## src/rtl/lif_spike_rate_meter.sv

```systemverilog
// lif_spike_rate_meter
//
// Measures the firing rate of the adaptive LIF neuron by counting rising
// edges of its spike output over a programmable window of clock cycles.
// Windows run back-to-back once started. Each completed window latches one
// saturating count, raises a one-cycle valid strobe and reports whether the
// count saturated.
//
// Optional build macro: LIF_RATE_ISI_EN
//   When defined, adds an inter-spike-interval measurement (isi_out /
//   isi_valid). When undefined, those ports and their logic do not exist.
//
// Ports:
//   clk         design clock, all state changes on the rising edge
//   rst_n       synchronous active-low reset
//   ena         global enable; low freezes all state and masks valid strobes
//   spike_in    spike level from the neuron; a rising edge is one spike
//   start       pulse; arms continuous measurement from IDLE
//   stop        pulse; aborts measurement and returns to IDLE
//   win_len     window length in cycles, sampled at each window start (0 -> 1)
//   rate_out    spike count of the last completed window
//   rate_valid  one-cycle pulse when rate_out updates
//   overflow    completed window saturated; held until the next rate_valid
//   busy        high while measuring (RUN)
//   isi_out     (LIF_RATE_ISI_EN) cycles between the two most recent spikes
//   isi_valid   (LIF_RATE_ISI_EN) one-cycle pulse when isi_out updates

module lif_spike_rate_meter #(
  parameter int CNT_W = 8,
  parameter int WIN_W = 16
) (
  input  logic             clk,
  input  logic             rst_n,
  input  logic             ena,
  input  logic             spike_in,
  input  logic             start,
  input  logic             stop,
  input  logic [WIN_W-1:0] win_len,
  output logic [CNT_W-1:0] rate_out,
  output logic             rate_valid,
  output logic             overflow,
  output logic             busy
`ifdef LIF_RATE_ISI_EN
  ,
  output logic [WIN_W-1:0] isi_out,
  output logic             isi_valid
`endif
);

  typedef enum logic {
    IDLE = 1'b0,
    RUN  = 1'b1
  } state_t;

  localparam logic [CNT_W-1:0] CNT_MAX = '1;
  localparam logic [WIN_W-1:0] WIN_ONE = WIN_W'(1);

  state_t           state;
  state_t           state_nxt;
  logic             spike_q;
  logic             spike_edge;
  logic [CNT_W-1:0] count;
  logic [CNT_W-1:0] count_nxt;
  logic             sat_flag;
  logic             sat_now;
  logic [WIN_W-1:0] win_cnt;
  logic [WIN_W-1:0] win_reload;
  logic             win_end;
  logic             run_go;
  logic             valid_pend;

  // An edge arriving while the counter already sits at its ceiling is the
  // event that marks the window as saturated.
  always_comb begin
    spike_edge = spike_in & ~spike_q;
    win_reload = (win_len == '0) ? WIN_ONE : win_len;
    sat_now    = spike_edge && (count == CNT_MAX);
    count_nxt  = sat_now ? count : count + CNT_W'(spike_edge);
    win_end    = (state == RUN) && (win_cnt == WIN_ONE);
    run_go     = (state == IDLE) && start && !stop;
  end

  // Next-state logic; every transition needs ena. stop in RUN wins even in
  // the window-end cycle, where the datapath still completes the window.
  always_comb begin
    state_nxt = state;
    busy      = (state == RUN);
    if (ena) begin
      if (run_go) begin
        state_nxt = RUN;
      end else if ((state == RUN) && stop) begin
        state_nxt = IDLE;
      end
    end
  end

  always_ff @(posedge clk) begin
    if (!rst_n) begin
      state <= IDLE;
    end else begin
      state <= state_nxt;
    end
  end

  // Window datapath. The window-end cycle latches the result and reloads
  // the next window on the same edge, so windows abut without a gap. A
  // valid strobe earned just before ena drops is kept in valid_pend and is
  // only shown once ena returns.
  always_ff @(posedge clk) begin
    if (!rst_n) begin
      spike_q    <= 1'b0;
      count      <= '0;
      sat_flag   <= 1'b0;
      win_cnt    <= '0;
      rate_out   <= '0;
      overflow   <= 1'b0;
      valid_pend <= 1'b0;
    end else if (ena) begin
      spike_q    <= spike_in;
      valid_pend <= win_end;
      if (run_go) begin
        win_cnt  <= win_reload;
        count    <= '0;
        sat_flag <= 1'b0;
      end else if (state == RUN) begin
        if (win_end) begin
          rate_out <= count_nxt;
          overflow <= sat_flag | sat_now;
          win_cnt  <= win_reload;
          count    <= '0;
          sat_flag <= 1'b0;
        end else begin
          count    <= count_nxt;
          win_cnt  <= win_cnt - WIN_ONE;
          sat_flag <= sat_flag | sat_now;
        end
      end
    end
  end

  assign rate_valid = valid_pend & ena;

`ifdef LIF_RATE_ISI_EN
  localparam logic [WIN_W-1:0] ISI_MAX = '1;

  logic [WIN_W-1:0] isi_cnt;
  logic             isi_armed;
  logic             isi_pend;

  // Interval counter: restarts on every spike. The first spike of a run only
  // arms it; each later spike reports the elapsed cycles including its own.
  always_ff @(posedge clk) begin
    if (!rst_n) begin
      isi_cnt   <= '0;
      isi_armed <= 1'b0;
      isi_pend  <= 1'b0;
      isi_out   <= '0;
    end else if (ena) begin
      isi_pend <= 1'b0;
      if (run_go) begin
        isi_cnt   <= '0;
        isi_armed <= 1'b0;
      end else if (state == RUN) begin
        if (spike_edge) begin
          isi_cnt   <= '0;
          isi_armed <= 1'b1;
          if (isi_armed) begin
            isi_out  <= (isi_cnt == ISI_MAX) ? ISI_MAX : isi_cnt + WIN_ONE;
            isi_pend <= 1'b1;
          end
        end else if (isi_cnt != ISI_MAX) begin
          isi_cnt <= isi_cnt + WIN_ONE;
        end
      end
    end
  end

  assign isi_valid = isi_pend & ena;
`endif

endmodule

```

## config.mk

```make
export PLATFORM = sky130hd
export DESIGN_NAME = lif_spike_rate_meter
export DESIGN_NICKNAME = d
export VERILOG_FILES = /design/src/rtl/lif_spike_rate_meter.sv
export SDC_FILE = /design/constraint.sdc
export NUM_CORES = 1
export LEC_CHECK = 0
export ABC_AREA = 1
export CORE_MARGIN = 1.5
export CORE_UTILIZATION = 60
export DETAILED_ROUTE_END_ITERATION = 7
export DONT_BUFFER_PORTS = 1
export GPL_ROUTABILITY_DRIVEN = 0
export GPL_TIMING_DRIVEN = 1
export PLACE_DENSITY = 0.76
export SYNTH_ARGS = -nofsm -noshare
export SYNTH_HDL_FRONTEND = slang
export SYNTH_SLANG_ARGS = --single-unit
```

## constraint.sdc

```tcl
create_clock -name clk -period 3.8 [get_ports clk]
set_input_delay 0.76 -clock clk [delete_from_list [all_inputs] [get_ports clk]]
set_output_delay 0.76 -clock clk [all_outputs]
set_load 0.02 [all_outputs]
```

==> results_dict.tcl, run 1 <==
set metrics [dict create \
    fin_crit_ps 2090 \
    ys.flop_type "dfxtp_1" \
    r2r_cells 5 \
    final-setup-viol-count 0 \
    p_total_mw 0.917 \
    finalInstanceArea_um2 2340 \
    clock-skew-final_ps 8.26 \
    drive_gt1_frac 0.0899 \
    worstPathArrival_ps 2250 \
    clockBufferDepth 2 \
    grt_usage 0.267 \
    cap_viol_max_count 0 \
    fin_nets 370 \
    cts_buffers 5 \
    die-width_um 64.1 \
    wl_met2_mm 2.52 \
    synth_edf_count 0 \
    top_layer "met4" \
    final_cell_mix "nand2_1 (98), inv_1 (40), dfxtp_1 (37)" \
    antenna_found_initial 0 \
    leakage_nw 1.09 \
    synth_top_family_by_area "simple AND/OR/NAND/NOR gates" \
    ant_nets 0 \
    die_area_um2 4110 \
    finalCritPeriodShare 0.551 \
    area_growth_pct 4.41 \
    relSlewSlack 0.466 \
    grt_overflow 0 \
    status "complete, no violations" \
    synthesis.instances 346 \
    clk_pin_slew_worst_paths_ps 80 \
    drc 0 \
    root_buffer "clkbuf_8" \
    grt_pass1_wl_mm 8.66 \
    whs_path_depth 2 \
    final_common_cell "nand2_1" \
    cts_tree "built" \
    ctsResizeCount 0 \
    synth_largest_area_cell "dfxtp_1" \
    synth_area_um2 2240 \
    synth_compound_area_frac 0.130 \
    path_class "flop to flop" \
    antenna_cells 0 \
    via_count 2141 \
    grt_max_degree 25 \
    drt_iter0_drc 227 \
    required_ps 3960 \
    yosysWarnings 0 \
    drt-met1-wl_mm 2.14 \
    wire_per_inst_um 12.6 \
    tns_ps 0 \
    insertion_delay_ps 300 \
    rows 22 \
    synth_top_area_frac 0.331 \
    max_freq_mhz 477 \
    syn_avg_cell_area_um2 6.47 \
    ir_drop_v 0.000295 \
    io_buffers 0 \
    hold_viol_final 0 \
    final-max-slew-violation-count 0 \
    async_flop_share 0 \
    synth-simple-area-share 0.397 \
    tightest_slew_ps 799 \
    h-tree-depth 2 \
    yosys.area_share.adder 0.0223 \
    place_area_um2 2250 \
    vias_per_cell 5.45 \
    die_y_um 64.1 \
    start_util 0.616 \
    post_cts_buffers 0 \
    start_kind "flop" \
    route.met3.wl_um 237 \
    numClockSinks 37 \
    synth_area_leaders "dfxtp_1 (33%), nand2_1 (16%), nand3_1 (7.6%), inv_1 (6.7%), a21oi_1 (6.5%)" \
    fp.coreArea_um2 3630 \
    ys_seq_area_frac 0.331 \
    hpwl_mm 3.46 \
    rsz0062_at_grt "false" \
    first_global_vias 2077 \
    synthMuxAreaShare 0 \
    cts-hold-fix-buffers 0 \
    fillCellCount 345 \
    synth_xor_area_frac 0.0235 \
    wl_mm 4.95 \
    yosys_register_bits 37 \
    io_pins 33 \
    endpoint_kind "flop" \
    dr.pass1.iters 5 \
    power_density_nw_per_um2 392 \
    hp-class "flop to flop" \
    synth_cell_types 36 \
    cp_max_fo 24 \
    syn-num-nets 372 \
]
[final cells by class]
type	count	area, µm²	share of cell area
Clock inverter	3	21.3	0.00910
Tap cell	48	60.1	0.0257
Inverter	44	165	0.0706
Clock buffer	5	68.8	0.0294
Multi-Input combinational cell	256	1280	0.548
Sequential cell	37	741	0.317
[synth_stat cells, drive strengths merged, types with 3 or more instances]
library cell and number:
nand2 100, inv 44, nor2 41, dfxtp 37
nand3 36, a21oi 30, o21ai 18, nand4 6
clkbuf 5, buf 4, ha 4, or2 3
xnor2 3, xor2 3
[path summary, 6_finish.rpt]
kind | startpoint | to | slack (ps)
min | valid_pend$_SDFFE_PN0P_ | valid_pend$_SDFFE_PN0P_ | 470
max reg2reg | busy$_SDFFE_PN0P_ | count[7]$_SDFFE_PN0P_ | 1710
min reg2reg | valid_pend$_SDFFE_PN0P_ | valid_pend$_SDFFE_PN0P_ | 470
max | busy$_SDFFE_PN0P_ | count[7]$_SDFFE_PN0P_ | 1710
[state kept, by name (all words and copies together), names as in the netlist]
signal and count:
count 8, spike_q 1, win_cnt 16, busy 1, valid_pend 1, overflow 1, sat_flag 1, rate_out 8
[metal layers]
layer,track usage,vias up
met3,0.0546,8
met4,0.0984,0
li1,-,1104
met2,0.486,47
met1,0.305,982
met5,0,-
[cell families after synthesis]
family / count (synthesis)
DFF: 37
AOI/OAI and AO/OA: 52
and+or+nand+nor: 194
xor gates and xnor gates: 6
adders and majority gates: 4
buffers and inverters: 53
[metrics by stage]
stage                util  hold slack [ps]  cells  setup WS (ps)
floorplan               -              441    346           1830
global placement    0.619              448    385           1580
detailed placement  0.619              461    385           1510
CTS                 0.644              472    393           1710
global route        0.644              493    393           1560
finish              0.644              466    393           1710
[where the power goes]
| part | total [mW] | switching, mW | internal [mW] |
|---|---|---|---|
| sequential | 0.422 | 0.0184 | 0.403 |
| combinational | 0.211 | 0.134 | 0.0769 |
| clock | 0.284 | 0.154 | 0.130 |
| total | 0.917 | 0.307 | 0.610 |
[worst max-delay path, stage by stage (launching register included)]
cell,delay [ps]
dfxtp_1,520
inv_1,120
o21ai_4,430
inv_1,520
a22oi_1,310
nor2_1,60
No activity file was read; power rests on OpenSTA's default activity.
==> inputs of run 2 (changes only) <==
--- a/config.mk
+++ b/config.mk
@@ -5,7 +5,7 @@
 export SDC_FILE = /design/constraint.sdc
 export NUM_CORES = 1
 export LEC_CHECK = 0
-export ABC_AREA = 1
+export ABC_AREA = 0
 export CORE_MARGIN = 1.5
 export CORE_UTILIZATION = 60
 export DETAILED_ROUTE_END_ITERATION = 7
==> constraint.sdc (replaced) <==
create_clock -name clk -period 2 [get_ports clk]
set_input_delay 0.4 -clock clk [delete_from_list [all_inputs] [get_ports clk]]
set_output_delay 0.4 -clock clk [all_outputs]
set_load 0.02 [all_outputs]
==> results_dict.tcl, run 2 <==
set metrics [dict create \
    fin_crit_ps 1900 \
    cap_viol_max_count 0 \
    fp.coreArea_um2 3390 \
    syn_avg_cell_area_um2 8.60 \
    antenna_found_initial 0 \
    dp_cells 296 \
    first_global_vias 1787 \
    worstPathArrival_ps 2160 \
    synth_largest_area_cell "dfxtp_1" \
    fillCellCount 278 \
    ant_nets 0 \
    yosys_register_bits 37 \
    rows 21 \
    die_area_um2 3940 \
    max_stage_delay_ps 400 \
    grt_usage 0.270 \
    via_count 1910 \
    drt_iter0_drc 157 \
    antenna_cells 0 \
    synth_top_area_frac 0.346 \
    final_util 0.699 \
    syn-num-nets 275 \
    cts_tree "built" \
    status "complete, no violations" \
    io_pins 33 \
    rsz0062_at_grt "true" \
    fin_nets 286 \
    slowest_stage "dfxtp_1" \
    synth.most_common_cell "dfxtp_1" \
    root_buffer "clkbuf_4" \
    netlist_top_cells_count "dfxtp_1 (37), a21oi_1 (22), nand2_1 (22)" \
    regMostFlops "win_cnt" \
    wl_mm 5.02 \
    yosysWarnings 0 \
    ys_seq_area_frac 0.346 \
    die_y_um 62.7 \
    start_kind "flop" \
    endpoint_kind "flop" \
    grt_max_degree 22 \
    hp-class "input pin to flop" \
    grt_pass1_wl_mm 8.40 \
    drc 0 \
    die-width_um 62.7 \
    start_util 0.632 \
    max_freq_mhz 525 \
    synth_area_leaders "dfxtp_1 (35%), mux2i_1 (7.0%), a21oi_1 (5.1%), nand2_1 (3.9%), o21ai_0 (3.0%)" \
    insertion_delay_ps 340 \
    vias_per_cell 6.22 \
    reg_top3 "win_cnt: 16 flops, count: 8 flops, rate_out: 8 flops" \
    final_cell_mix "dfxtp_1 (37), nand2_1 (22), a21oi_1 (22)" \
    synth_area_um2 2140 \
    grt_overflow 0 \
    cts_buffers 5 \
    whs_ps 143 \
    synth_cell_types 56 \
    cts-hold-fix-buffers 0 \
    synth_edf_count 0 \
    clk_pin_slew_worst_paths_ps 120 \
    largest_reg_flops 16 \
    fin_cells 307 \
    finalCritPeriodShare 0.952 \
    power_density_nw_per_um2 791 \
    tightest_slew_ps 479 \
    final-setup-viol-count 0 \
    required_ps 2250 \
    h-tree-depth 2 \
    layout_setup_ws_ps 96.1 \
    preCtsSetupSlack_ps 122 \
    crit_chain "inv_1, ha_1, and3b_1, and3_4, a21oi_4, buf_4, a21oi_1, o2111a_1" \
    relSlewSlack 0.678 \
    async_flop_share 0 \
    wire_per_inst_um 16.3 \
    hold_viol_final 0 \
    numClockSinks 37 \
    clock-skew-final_ps 6.53 \
    dr.pass1.iters 4 \
    io_buffers 0 \
    leakage_nw 0.900 \
    final_common_cell "dfxtp_1" \
    area_growth_pct 10.7 \
    ir_drop_v 0.000741 \
    ys.flop_type "dfxtp_1" \
    clockBufferDepth 2 \
    drive_gt1_frac 0.149 \
    path_class "flop to flop" \
    final-max-slew-violation-count 0 \
    synthesis.instances 249 \
    cp_max_fo 11 \
    hpwl_mm 3.49 \
]
## run 2: cell count changes after synthesis, sizes merged, moves of 9 or more
cell / change
nand2: -78
nor2: -25
nor3: +9
inv: -36
nand3: -26
mux2i: +15
## run 2: path summary, 6_finish.rpt
kind | slack [ps] | end | cells after the start | from
hold / removal | 140 | busy$_SDFFE_PN0P_ | 1 | ena
hold reg to reg | 490 | valid_pend$_SDFFE_PN0P_ | 2 | valid_pend$_SDFFE_PN0P_
setup / recovery | 100 | win_cnt[9]$_SDFFE_PN0P_ | 8 | win_cnt[1]$_SDFFE_PN0P_
setup reg to reg | 100 | win_cnt[9]$_SDFFE_PN0P_ | 8 | win_cnt[1]$_SDFFE_PN0P_
## run 2: final cells by class
type | count | area [µm²] | share of cell area
timing repair buffer | 18 | 164 | 0.0692
clock buffer | 5 | 37.5 | 0.0158
inverter | 8 | 30.0 | 0.0127
sequential | 37 | 741 | 0.313
clock inverter | 3 | 65.1 | 0.0275
multi-input combinational | 190 | 1270 | 0.538
tap | 46 | 57.6 | 0.0243
## run 2: worst max-delay path: cells and delay by family, from the launching register on
kind / cells / cell delay [ps]
DFF: 1 / 400
and+or+nand+nor: 2 / 380
buffers and inverters: 2 / 260
AOI/OAI and AO/OA: 3 / 580
adders and majority gates: 1 / 180
## run 2: stage by stage
stage	power (mW)	setup TNS (ps)	cell area (µm²)
2_1_floorplan	1.14	0	2140
4_1_cts	1.88	0	2330
6_report	1.87	0	2370
3_5_place_dp	1.23	0	2230
3_3_place_gp	1.22	0	2230
5_1_grt	1.95	-30.2	2370
## run 2: timing repair
| item | 4_1_cts | 5_1_grt |
|---|---|---|
| endpoints found under the setup margin | 0 | 9 |
| setup buffers | 0 | 3 |
| gates resized for setup | 0 | 2 |
## run 2: logic make-up after synthesis
| logic type | synth area share |
|---|---|
| compound gates | 0.232 |
| fa+ha+maj | 0.0234 |
| buf+inv | 0.0590 |
| flops | 0.346 |
| xor+xnor | 0.0123 |
| mux | 0.0701 |
| simple gates | 0.257 |
## run 2: routing by layer
layer | track usage | wire, µm | share of wire | up-vias
li1 | - | - | - | 957
met1 | 0.378 | 2410 | 0.48 | 885
met2 | 0.413 | 2240 | 0.45 | 60
met3 | 0.0667 | 294 | 0.059 | 8
met4 | 0.0778 | 70 | 0.014 | 0
met5 | 0 | 0 | 0 | -
## run 2: where the power goes
part           switching, mW  total [mW]  internal, mW  leakage, nW
clock network          0.256       0.643         0.387       0.0552
logic                  0.230       0.426         0.196        0.545
registers             0.0378       0.805         0.767        0.300
